===== config.mk =====
export PLATFORM = sky130hd
export DESIGN_NAME = r_empty
export DESIGN_NICKNAME = d
export VERILOG_FILES = /design/src/rtl/fifo_pkg.sv /design/src/rtl/sync_ptr.sv /design/src/rtl/r_empty.sv
export SDC_FILE = /design/constraint.sdc
export NUM_CORES = 1
export LEC_CHECK = 0
export ABC_AREA = 1
export CAP_MARGIN = 30
export CORE_MARGIN = 1.5
export CORE_UTILIZATION = 49
export CTS_BUF_LIST = sky130_fd_sc_hd__clkbuf_16
export DETAILED_ROUTE_END_ITERATION = 16
export PLACE_DENSITY = 0.76
export SLEW_MARGIN = 20
export SYNTH_ARGS = -nofsm -noshare
export SYNTH_HDL_FRONTEND = slang
export SYNTH_HIERARCHICAL = 1
export SYNTH_SLANG_ARGS = --single-unit

===== constraint.sdc =====
create_clock -name clk -period 3 [get_ports clk]
set_input_delay 0.45 -clock clk [delete_from_list [all_inputs] [get_ports clk]]
set_output_delay 0.45 -clock clk [all_outputs]
set_load 0.02 [all_outputs]

===== src/rtl/fifo_pkg.sv =====
// Shared async FIFO types and Gray-code helpers.
// Helpers work on a wide vector; callers zero-extend and slice.
package fifo_pkg;

  localparam int ADDR_W_DEF = 3;
  localparam int PTR_MAX_W  = 16;

  typedef logic [ADDR_W_DEF:0]  ptr_t;
  typedef logic [PTR_MAX_W-1:0] gvec_t;

  function automatic gvec_t bin2gray(input gvec_t b);
    return b ^ (b >> 1);
  endfunction

  function automatic gvec_t gray2bin(input gvec_t g);
    gvec_t b;
    b[PTR_MAX_W-1] = g[PTR_MAX_W-1];
    for (int i = PTR_MAX_W-2; i >= 0; i--) begin
      b[i] = b[i+1] ^ g[i];
    end
    return b;
  endfunction

endpackage


===== src/rtl/sync_ptr.sv =====
// Multi-flop synchronizer for a Gray pointer crossing clock domains.
// Ports: clk, rst (async high), d_in (async), q_out (synchronized).
module sync_ptr #(
  parameter int WIDTH  = 4,
  parameter int STAGES = 2
) (
  input  logic             clk,
  input  logic             rst,
  input  logic [WIDTH-1:0] d_in,
  output logic [WIDTH-1:0] q_out
);

  logic [WIDTH-1:0] sync_q [STAGES];
  logic [WIDTH-1:0] sync_d [STAGES];

  // First flop samples the raw input directly: no logic ahead of it.
  always_comb begin
    sync_d[0] = d_in;
    for (int s = 1; s < STAGES; s++) begin
      sync_d[s] = sync_q[s-1];
    end
  end

  always_ff @(posedge clk or posedge rst) begin
    if (rst) begin
      for (int s = 0; s < STAGES; s++) begin
        sync_q[s] <= '0;
      end
    end else begin
      for (int s = 0; s < STAGES; s++) begin
        sync_q[s] <= sync_d[s];
      end
    end
  end

  assign q_out = sync_q[STAGES-1];

endmodule


===== src/rtl/r_empty.sv =====
// Async FIFO read side: read pointer, empty and almost_empty flags.
// Ports: clk, rst (async high), w_ptr (write Gray, unsynced), r_en;
//   outputs r_addr, r_ptr (Gray), empty, almost_empty,
//   underflow (sticky, only with R_UNDERFLOW_EN defined).
module r_empty
  import fifo_pkg::*;
#(
  parameter int ADDR_W      = ADDR_W_DEF,
  parameter int SYNC_STAGES = 2,
  parameter int AE_THRESH   = 2
) (
  input  logic              clk,
  input  logic              rst,
  input  logic [ADDR_W:0]   w_ptr,
  input  logic              r_en,
  output logic [ADDR_W-1:0] r_addr,
  output logic [ADDR_W:0]   r_ptr,
  output logic              empty,
  output logic              almost_empty
`ifdef R_UNDERFLOW_EN
  ,output logic             underflow
`endif
);

  localparam int PW = ADDR_W + 1;

  logic [ADDR_W:0] w_gray_s;
  logic [ADDR_W:0] w_bin_s;
  logic [ADDR_W:0] r_bin_q, r_bin_d;
  logic [ADDR_W:0] r_ptr_q, r_ptr_d;
  logic [ADDR_W:0] occ;
  logic            empty_q, empty_d;
  logic            ae_q, ae_d;
  logic            rd_ok;
  gvec_t           gray_w, bin_w;
  logic            unused_hi;

  sync_ptr #(
    .WIDTH  (PW),
    .STAGES (SYNC_STAGES)
  ) u_sync (
    .clk   (clk),
    .rst   (rst),
    .d_in  (w_ptr),
    .q_out (w_gray_s)
  );

  always_comb begin
    rd_ok   = r_en & ~empty_q;
    r_bin_d = r_bin_q + {{ADDR_W{1'b0}}, rd_ok};
    gray_w  = bin2gray(gvec_t'(r_bin_d));
    r_ptr_d = gray_w[ADDR_W:0];
    bin_w   = gray2bin(gvec_t'(w_gray_s));
    w_bin_s = bin_w[ADDR_W:0];
    // Modular difference keeps occupancy right across the lap wrap.
    occ     = w_bin_s - r_bin_d;
    empty_d = (r_ptr_d == w_gray_s);
    ae_d    = empty_d | (32'(occ) <= AE_THRESH);
  end

  assign unused_hi = ^{gray_w[PTR_MAX_W-1:PW], bin_w[PTR_MAX_W-1:PW]};

  always_ff @(posedge clk or posedge rst) begin
    if (rst) begin
      r_bin_q <= '0;
      r_ptr_q <= '0;
      empty_q <= 1'b1;
      ae_q    <= 1'b1;
    end else begin
      r_bin_q <= r_bin_d;
      r_ptr_q <= r_ptr_d;
      empty_q <= empty_d;
      ae_q    <= ae_d;
    end
  end

  assign r_addr       = r_bin_q[ADDR_W-1:0];
  assign r_ptr        = r_ptr_q;
  assign empty        = empty_q;
  assign almost_empty = ae_q;

`ifdef R_UNDERFLOW_EN
  logic uf_q, uf_d;

  always_comb begin
    uf_d = uf_q | (r_en & empty_q);
  end

  always_ff @(posedge clk or posedge rst) begin
    if (rst) begin
      uf_q <= 1'b0;
    end else begin
      uf_q <= uf_d;
    end
  end

  assign underflow = uf_q;
`endif

endmodule

* Word level (Yosys, flattened, before mapping) *
Cells that the tools add are included.

operators by class
  add/sub/neg operators = 2
  equality and inequality tests = 1
  bitwise operators = 7
  $lt $le $gt $ge = 1

operator list
  kind                                                            count
  adder 4 x 1 -> 4 bit                                            1
  equality test 4 bit                                             1
  less-or-equal comparator 4 x 2 -> 1 bit, second input constant  1
  subtractor 4 bit                                                1
  bitwise XOR 4 x 3 -> 4 bit                                      1
  bitwise XOR 1 bit                                               3
  AND 1 bit                                                       1
  NOT 1 bit                                                       1
  bitwise OR 1 bit                                                1

word-level totals
  word-level logic and storage cells = 17
  register bits = 18
  input bits = 7

* Depth between registers and ports, before layout *
Gate-level depths: netlist of the first run.

  depth in word-level cells = 6
  gate-level depth with buffers = 14

* By module *
Netlist of the first run, hierarchy kept.

modules (own cells, without submodules)
  module    sequential area each (µm²)  area an instance (µm²)  times used  cells an instance
  r_empty   227.7                       625.6                   1           83
  sync_ptr  200.2                       203.9                   1           9

* Worst setup path before layout of the first run *
No wires, ideal clock.

  kind = flip-flop to flip-flop
  start point = register empty_q (netlist: empty)
  end point = register ae_q (netlist: almost_empty)
  slack = 909 ps
  data required time = 2940 ps
  stages on the path, launching flop included = 9
  setup time = 60 ps
  period minus slack after synthesis = 2091 ps
  arrival = 2031 ps
  cell sequence = dfstp_2 -> nor2_1 -> ha_1 -> ha_1 -> fa_1 -> o22ai_1 -> a21oi_1 -> nand3_1 -> nand2_1

on the way
  word-level cells in the longest chain between the ends = 6
  elaborated cells on any way between the ends = 8

RTL lines
  what                                                                            line                           source
  start, declared                                                                 r_empty.sv:32                  logic empty_q, empty_d;
  start signal, assigned                                                          r_empty.sv:72                  empty_q <= empty_d;
  NOT 1 bit (*)                                                                   r_empty.sv:49                  rd_ok = r_en & ~empty_q;
  AND 1 bit (*)                                                                   r_empty.sv:49
  adder 4 x 1 -> 4 bit (*)                                                        r_empty.sv:50                  r_bin_d = r_bin_q + {{ADDR_W{1'b0}}, rd_ok};
  via r_bin_d[1]                                                                  r_empty.sv:29                  logic [ADDR_W:0] r_bin_q, r_bin_d;
  subtractor 4 bit or bitwise XOR 4 x 3 -> 4 bit (tied branches)                  r_empty.sv:56, fifo_pkg.sv:12
  less-or-equal comparator 4 x 2 -> 1 bit or equality test 4 bit (tied branches)  r_empty.sv:58, r_empty.sv:57
  bitwise OR 1 bit (*)                                                            r_empty.sv:58                  ae_d = empty_d | (32'(occ) <= AE_THRESH);
  via ae_d                                                                        r_empty.sv:33                  logic ae_q, ae_d;
  end signal, assigned                                                            r_empty.sv:68                  ae_q <= 1'b1;
  end signal, assigned                                                            r_empty.sv:73                  ae_q <= ae_d;
  end, declared                                                                   r_empty.sv:33

Mark *: on every way through the listed nets, which the timed path passes. The rest lies on a longest branch.

* Worst setup path in the final report of the first run *
  start point = input port r_en
  end point = register ae_q (netlist: almost_empty)

on the way
  word-level cells in the longest chain between the ends = 5
  elaborated cells on any way between the ends = 7

RTL lines
  what                                                                            line                           source
  start, declared                                                                 r_empty.sv:15                  input logic r_en,
  AND 1 bit (*)                                                                   r_empty.sv:49
  adder 4 x 1 -> 4 bit (*)                                                        r_empty.sv:50
  subtractor 4 bit or bitwise XOR 4 x 3 -> 4 bit (tied branches)                  r_empty.sv:56, fifo_pkg.sv:12
  less-or-equal comparator 4 x 2 -> 1 bit or equality test 4 bit (tied branches)  r_empty.sv:58, r_empty.sv:57
  bitwise OR 1 bit (*)                                                            r_empty.sv:58
  via ae_d                                                                        r_empty.sv:33

Marks and branches as above.

==> flow_summary_export.csv, run 1 <==
group,metric,value,unit
sta,worst_clock_skew,0.00318,ns
clock_network,worstSkewPairLatency,0.24,ns
sta,worst_pin_slew,0.325,ns
sta,finalSetupViolCount,0,
route,detail_route.iter0.violations,14,
global_route,grt_start_max_net_pins,10,
power,power.internal,0.000766,W
power,leakagePower,0.569,nW
worst_setup_path,critical_path.startpoint_type,"primary input",
power,switching_share,40.8,%
clock_network,cts_resized,0,
min_path,min_delay_path_depth,0,
synth,synth_sequential_area_ratio,51.6,%
synth,syn_inst,92,
clock_network,cts_hold_repair.buffers,0,
sta,setup_tns,0,ns
synth,post_synth.cell_area_avg,9.02,um^2
global_route,first_pass_grt_wire_length,2.42,mm
synth,synth.cell_area,830,um^2
sta,min_period_over_period,80.6,%
clock_network,cts_setup_buffers,0,
clock_network,htreeDepth,1,
synth,synth_cell_types,15,
synth,synthDominantCellAreaShare,45.2,%
route,detail_route.vias_per_cell,5.32,
status,result_of_the_run,"finished, final reports clean",
sta,setup_repair_after_global_routing_missed_its_margin,"no",
worst_setup_path,arrival,2.60,ns
floorplanning,placement_rows,14,
global_route,antenna_violations_before_repair,0,
clock_network,clkTransAtPathRegs,0.05,ns
worst_setup_path,critPathCaptureType,"flop",
power,share_seq_of_total_power,27.1,%
clock_network,clock-root-buffer,"clkbuf_16",
route,count_of_antenna_violating_nets_left_after_detailed_routing,0,
synth,cell_types_occupying_the_most_area_after_synthesis,"dfrtp_1, nand2_1, ha_1",
finish,drive_above_1_share,6.31,%
sta,maxSlewHeadroom,78.3,%
sta,fmax,414,MHz
worst_setup_path,worstSetupPathType,"in -> reg",
floorplanning,chipWidth,44.1,um
power,powerDensity,1200,mW/mm^2
clock_network,cts_tree,"yes",
sta,layout_min_cycle_time,2.42,ns
placed_design,hpwlAfterDp,1.17,mm
sta,finalHoldViolCount,0,
sta,timing.final.max_slew_violations,0,
floorplanning,effective_utilization_at_floorplan,53.8,%
route,postRouteWirelength,1.48,mm
worst_setup_path,worst-r2r-cell-count,10,
finish,antenna-diode-count,0,
route,wire_per_inst,11.7,um
min_path,hp-class,"reg -> reg",
min_path,hp-start,"u_sync/sync_d[0]",
clock_network,cts.sinks,17,
route,detail_route.first_pass.iterations,4,
worst_setup_path,r2r_start,"u_sync/q_out[2]",
global_route,gr-total-overflow,0,
placed_design,placed_cells,123,
route,routed-via-count,676,
placed_design,numPortBuffers,15,
min_path,timing.hold.worst_endpoint,"u_sync/q_out[0]",
floorplanning,ios,16,
run,maxCapViolCount,0,
synth,ys_seq_elements,17,
global_route,number_of_global_route_vias_before_repair,629,
floorplanning,design.die.area,0.00195,mm^2
finish,layout-area-overhead-vs-synth,30.0,%
sta,hold_slack,0.346,ns
clock_network,max-clock-path-buffers,2,
power,net-switching-power,0.000527,W
worst_setup_path,worst_r2r_setup_slack,0.74,ns
floorplanning,fp.dieH,44.1,um
worst_setup_path,r2r-end,"almost_empty",
power,power.clock.fraction,19.4,%
clock_network,cts_buffers,3,
finish,finalNonFillerCells,127,
finish,fill_cells,118,
global_route,globalRouteTotalUtil,17.3,%
synth,yosys_warn_count,6,
finish,design.final.nets,125,
worst_setup_path,required,3.19,ns
route,drc,0,
floorplanning,core_area,0.00154,mm^2
power,comb_power_share,53.5,%
placed_design,place.gp.congestion,0.849,
synth,synth_largest_area_cell,"dfrtp_1",
synth,postSynthNetCount,105,
power,maximum_vdd_drop,0.786,mV
worst_setup_path,critical_path_peak_fanout,4,
-- through the flow --
stage | setup slack, ns | total power [W] | util (%) | cell area (um^2)
global route | 0.377 | 0.00138 | 70.0 | 1080
CTS | 0.578 | 0.00129 | 70.0 | 1080
global placement | 0.426 | 0.00100 | 64.9 | 1000
finish | 0.583 | 0.00129 | 70.0 | 1080
detailed placement | 0.363 | 0.00103 | 64.9 | 1000
floorplan | 0.909 | 0.000804 | - | 830
-- worst max-delay path by stage --
stage | startpoint | endpoint | slack [ns] | cells past startpoint
3_5_place_dp | r_en | almost_empty | 0.36 | 14
4_1_cts | r_en | almost_empty | 0.58 | 14
2_1_floorplan | empty | almost_empty | 0.91 | 8
3_3_place_gp | r_en | almost_empty | 0.43 | 14
5_1_grt | r_en | almost_empty | 0.38 | 14
6_report | r_en | almost_empty | 0.58 | 14
-- power groups by stage --
stage          clock, W  sequential, W  combinational, W
3_3_place_gp          0       0.000352          0.000652
5_1_grt        0.000264       0.000359          0.000754
6_report       0.000250       0.000351          0.000692
3_5_place_dp          0       0.000353          0.000673
2_1_floorplan         0       0.000424          0.000379
4_1_cts        0.000256       0.000352          0.000687
-- layout by cell type, fill, tap and decap left out --
cell type        netlist  final
xor2_2                 2      2
o22ai_1                1      1
clkbuf_16              0      3
a21oi_1                2      2
dfstp_2                2      2
ha_1                   5      5
nand3_1               10     10
dfrtp_1               15     15
nand2_1               31     31
o21a_1                 1      1
inv_1                 16     17
xor2_1                 1      1
clkdlybuf4s50_1        0     15
fa_1                   1      1
nor2_1                 2      2
nand4_1                2      2
nand3b_1               1      1
-- metal layers --
layer	wire, um	global-route usage [%]	up-vias
li1	-	-	326
met1	558	17.4	317
met2	816	31.8	31
met3	85	6.12	2
met4	23	7.88	0
met5	0	0	-
-- worst max-delay path: stages --
cell,delay [ns]
clkdlybuf4s50_1,0.45
inv_1,0.03
nor2_1,0.08
ha_1,0.22
ha_1,0.21
inv_1,0.06
nand2_1,0.06
nand2_1,0.09
ha_1,0.36
a21oi_1,0.16
o21a_1,0.14
nand3b_1,0.11
nand3_1,0.08
nand2_1,0.07
-- cells by family after synthesis --
kind of cell,count (synthesis),synth area share (%)
compound gates,4,2.87
xor+xnor,3,4.98
fa+ha+maj,6,9.95
buf+inv,16,7.24
flops,17,51.6
simple gates,46,23.4
-- registers in the layout, summed over array words and instances, names as in the netlist --
register and count:
r_ptr 3, almost_empty 1, u_sync/sync_d 4, empty 1, u_sync/q_out 4, r_bin_q 4
-- synth_stat cells --
cell      number
nand2_1       31
inv_1         16
dfrtp_1       15
nand3_1       10
ha_1           5
a21oi_1        2
dfstp_2        2
nand4_1        2
nor2_1         2
xor2_2         2
fa_1           1
nand3b_1       1
o21a_1         1
o22ai_1        1
xor2_1         1
-- cell type report --
class | count | area, um^2 | share of cell area (%)
repair buffers | 15 | 150 | 13.9
clock buffers | 3 | 75.1 | 6.96
flip-flops and latches | 17 | 428 | 39.7
clock inverters | 1 | 3.75 | 0.348
inverters | 16 | 60.1 | 5.57
multi-input cells | 59 | 342 | 31.7
well taps | 16 | 20.0 | 1.86
(Power assumes the default switching activity.)
==> run 2: changes to the inputs <==
--- a/config.mk
+++ b/config.mk
@@ -8,10 +8,10 @@
 export ABC_AREA = 1
 export CAP_MARGIN = 30
 export CORE_MARGIN = 1.5
-export CORE_UTILIZATION = 49
+export CORE_UTILIZATION = 44
 export CTS_BUF_LIST = sky130_fd_sc_hd__clkbuf_16
 export DETAILED_ROUTE_END_ITERATION = 16
-export PLACE_DENSITY = 0.76
+export PLACE_DENSITY = 0.72
 export SLEW_MARGIN = 20
 export SYNTH_ARGS = -nofsm -noshare
 export SYNTH_HDL_FRONTEND = slang
==> constraint.sdc (replaced) <==
create_clock -name clk -period 2.1 [get_ports clk]
set_input_delay 0.315 -clock clk [delete_from_list [all_inputs] [get_ports clk]]
set_output_delay 0.315 -clock clk [all_outputs]
set_load 0.02 [all_outputs]
==> run 2 against run 1 <==
  * The run now ends with setup timing left
  * Wire length rose by 19%
  * Combinational power rose by 95%
  * Cell count is 20% higher
  * Sequential share of layout area fell by 5.7 points
  * Flip-flop and latch count unchanged
  * Clock skew about the same
  * Non-clock buffer count grew 16
  * Utilization increased by 2.3 points
  * First-iteration DRC count fell by 7.1%
  * Hold slack worse by 0.019 ns
  * Register-to-register slack worse by 0.78 ns
  * Worst setup slack lost 0.64 ns
  * Largest power group unchanged
==> flow_summary_export.csv, run 2 (same netlist as run 1, synthesis figures left out) <==
group,metric,value,unit
placed_design,hpwlAfterDp,1.37,mm
floorplanning,effective_utilization_at_floorplan,47.5,%
clock_network,htreeDepth,1,
global_route,number_of_global_route_vias_before_repair,716,
route,wire_per_inst,11.6,um
sta,min_period_over_period,103,%
worst_setup_path,critical_path_peak_fanout,3,
sta,setup_repair_after_global_routing_missed_its_margin,"yes",
route,detail_route.first_pass.iterations,4,
power,maximum_vdd_drop,0.842,mV
sta,maxSlewHeadroom,77.1,%
clock_network,worstSkewPairLatency,0.25,ns
floorplanning,core_area,0.00175,mm^2
sta,final_critical_path_setup_slack,-0.0603,ns
sta,worst_pin_slew,0.343,ns
floorplanning,design.die.area,0.00215,mm^2
finish,design.final.nets,141,
status,result_of_the_run,"finished with violations",
route,detail_route.vias_per_cell,4.66,
finish,final_common_cell,"nand2_1",
floorplanning,ios,16,
finish,layout-area-overhead-vs-synth,52.0,%
worst_setup_path,arrival,2.34,ns
placed_design,numPortBuffers,15,
worst_setup_path,cp_max_stage_cell,"clkdlybuf4s50_1",
finish,mostFrequentLayoutCells,"nand2_1, inv_1, buf_4",
run,maxCapViolCount,0,
clock_network,clock-root-buffer,"clkbuf_16",
status,failed_checks,"setup timing",
finish,postLayoutCoreUtil,72.3,%
sta,finalSetupViolCount,1,
worst_setup_path,cp_cell_sequence,"clkdlybuf4s50_1 > inv_1 > nor2_1 > ha_2 > ha_4 > inv_1 > nand2_1 > nand2_2 > ha_4 > nand2_2 > o21a_1 > nand3b_1 > nand3_2 > nand2_1",
global_route,gr-total-overflow,0,
global_route,globalRouteTotalUtil,19.9,%
worst_setup_path,r2r-end,"almost_empty",
worst_setup_path,critPathCaptureType,"flop",
min_path,hp-class,"in -> async",
sta,timing.final.max_slew_violations,0,
clock_network,cts_hold_repair.buffers,0,
placed_design,dpl-instance-area,0.00111,mm^2
finish,postLayoutCellArea,0.00126,mm^2
sta,setup_tns,-0.0603,ns
sta,worst_clock_skew,0.00336,ns
floorplanning,chipWidth,46.4,um
power,powerDensity,1770,mW/mm^2
sta,layout_min_cycle_time,2.16,ns
finish,drive_above_1_share,26.8,%
worst_setup_path,r2r_start,"u_sync/q_out[2]",
route,routed-via-count,708,
worst_setup_path,worstSetupPathType,"in -> reg",
route,detail_route.iter0.violations,13,
worst_setup_path,critical_path.startpoint_type,"primary input",
global_route,antenna_violations_before_repair,0,
worst_setup_path,required,2.28,ns
global_route,grt_start_max_net_pins,11,
clock_network,cts_tree,"yes",
power,leakagePower,0.645,nW
clock_network,cts_buffers,3,
clock_network,cts.sinks,17,
worst_setup_path,worst-r2r-cell-count,10,
route,postRouteWirelength,1.76,mm
worst_setup_path,worst_r2r_setup_slack,-0.04,ns
floorplanning,fp.dieH,46.4,um
sta,finalHoldViolCount,0,
sta,fmax,463,MHz
floorplanning,placement_rows,15,
clock_network,clkTransAtPathRegs,0.05,ns
worst_setup_path,slowest_delay,0.45,ns
global_route,first_pass_grt_wire_length,2.83,mm
placed_design,place.gp.congestion,0.720,
route,count_of_antenna_violating_nets_left_after_detailed_routing,0,
route,drc,0,
clock_network,max-clock-path-buffers,2,
finish,antenna-diode-count,0,
-- run 2: area by class of cell --
class / instances / area (um^2)
multi-input combinational: 59 / 392
fill: 128 / 484
inverter: 16 / 60.1
timing repair buffer: 31 / 270
sequential: 17 / 428
clock buffer: 3 / 75.1
clock inverter: 1 / 5.00
tap: 25 / 31.3
-- run 2: timing repair --
| item | CTS | global route |
|---|---|---|
| setup buffers | 1 | 2 |
| endpoints found under the setup margin | 1 | 2 |
| cloned | 0 | 0 |
| pin swaps | 5 | 9 |
| gates resized for setup | 3 | 8 |
-- run 2: worst max-delay path by stage --
stage | from | end | slack (ns) | cells after the start
after detailed placement | r_en | almost_empty | -0.39 | 14
final | r_en | almost_empty | -0.06 | 14
after floorplan | empty | almost_empty | 0.009 | 8
after global placement | r_en | almost_empty | -0.24 | 14
after global routing | r_en | almost_empty | -0.16 | 14
after CTS | u_sync/q_out[3] | almost_empty | -0.12 | 10
-- run 2: power breakdown --
group	total (W)	internal, W	switching, W
Combinational	0.00135	0.000655	0.000695
Sequential	0.000501	0.000438	0.0000628
Clock	0.000379	0.000255	0.000124
-- run 2: metal layers --
| metal | part of all wire [%] | wire [um] | track usage, % |
|---|---|---|---|
| met4 | 4.7 | 82 | 17.7 |
| met2 | 54 | 958 | 34.7 |
| met5 | 0 | 0 | 0 |
| met1 | 37 | 658 | 19.6 |
| met3 | 3.6 | 63 | 3.92 |
-- run 2: per-stage QoR --
stage / hold WS, ns / instances / total power (W) / worst slack [ns]
3_5_place_dp: 0.340 / 145 / 0.00169 / -0.387
3_3_place_gp: 0.337 / 145 / 0.00163 / -0.244
5_1_grt: 0.364 / 152 / 0.00240 / -0.164
4_1_cts: 0.345 / 150 / 0.00213 / -0.123
6_report: 0.327 / 152 / 0.00223 / -0.0603
2_1_floorplan: 0.131 / 92 / 0.00115 / 0.00918
-- run 2: critical path: cells and delay by family --
kind | cells | cell delay, ns
AOI/OAI and AO/OA | 1 | 0.20
adders and majority gates | 3 | 0.64
buffers and inverters | 3 | 0.53
and+or+nand+nor | 7 | 0.66
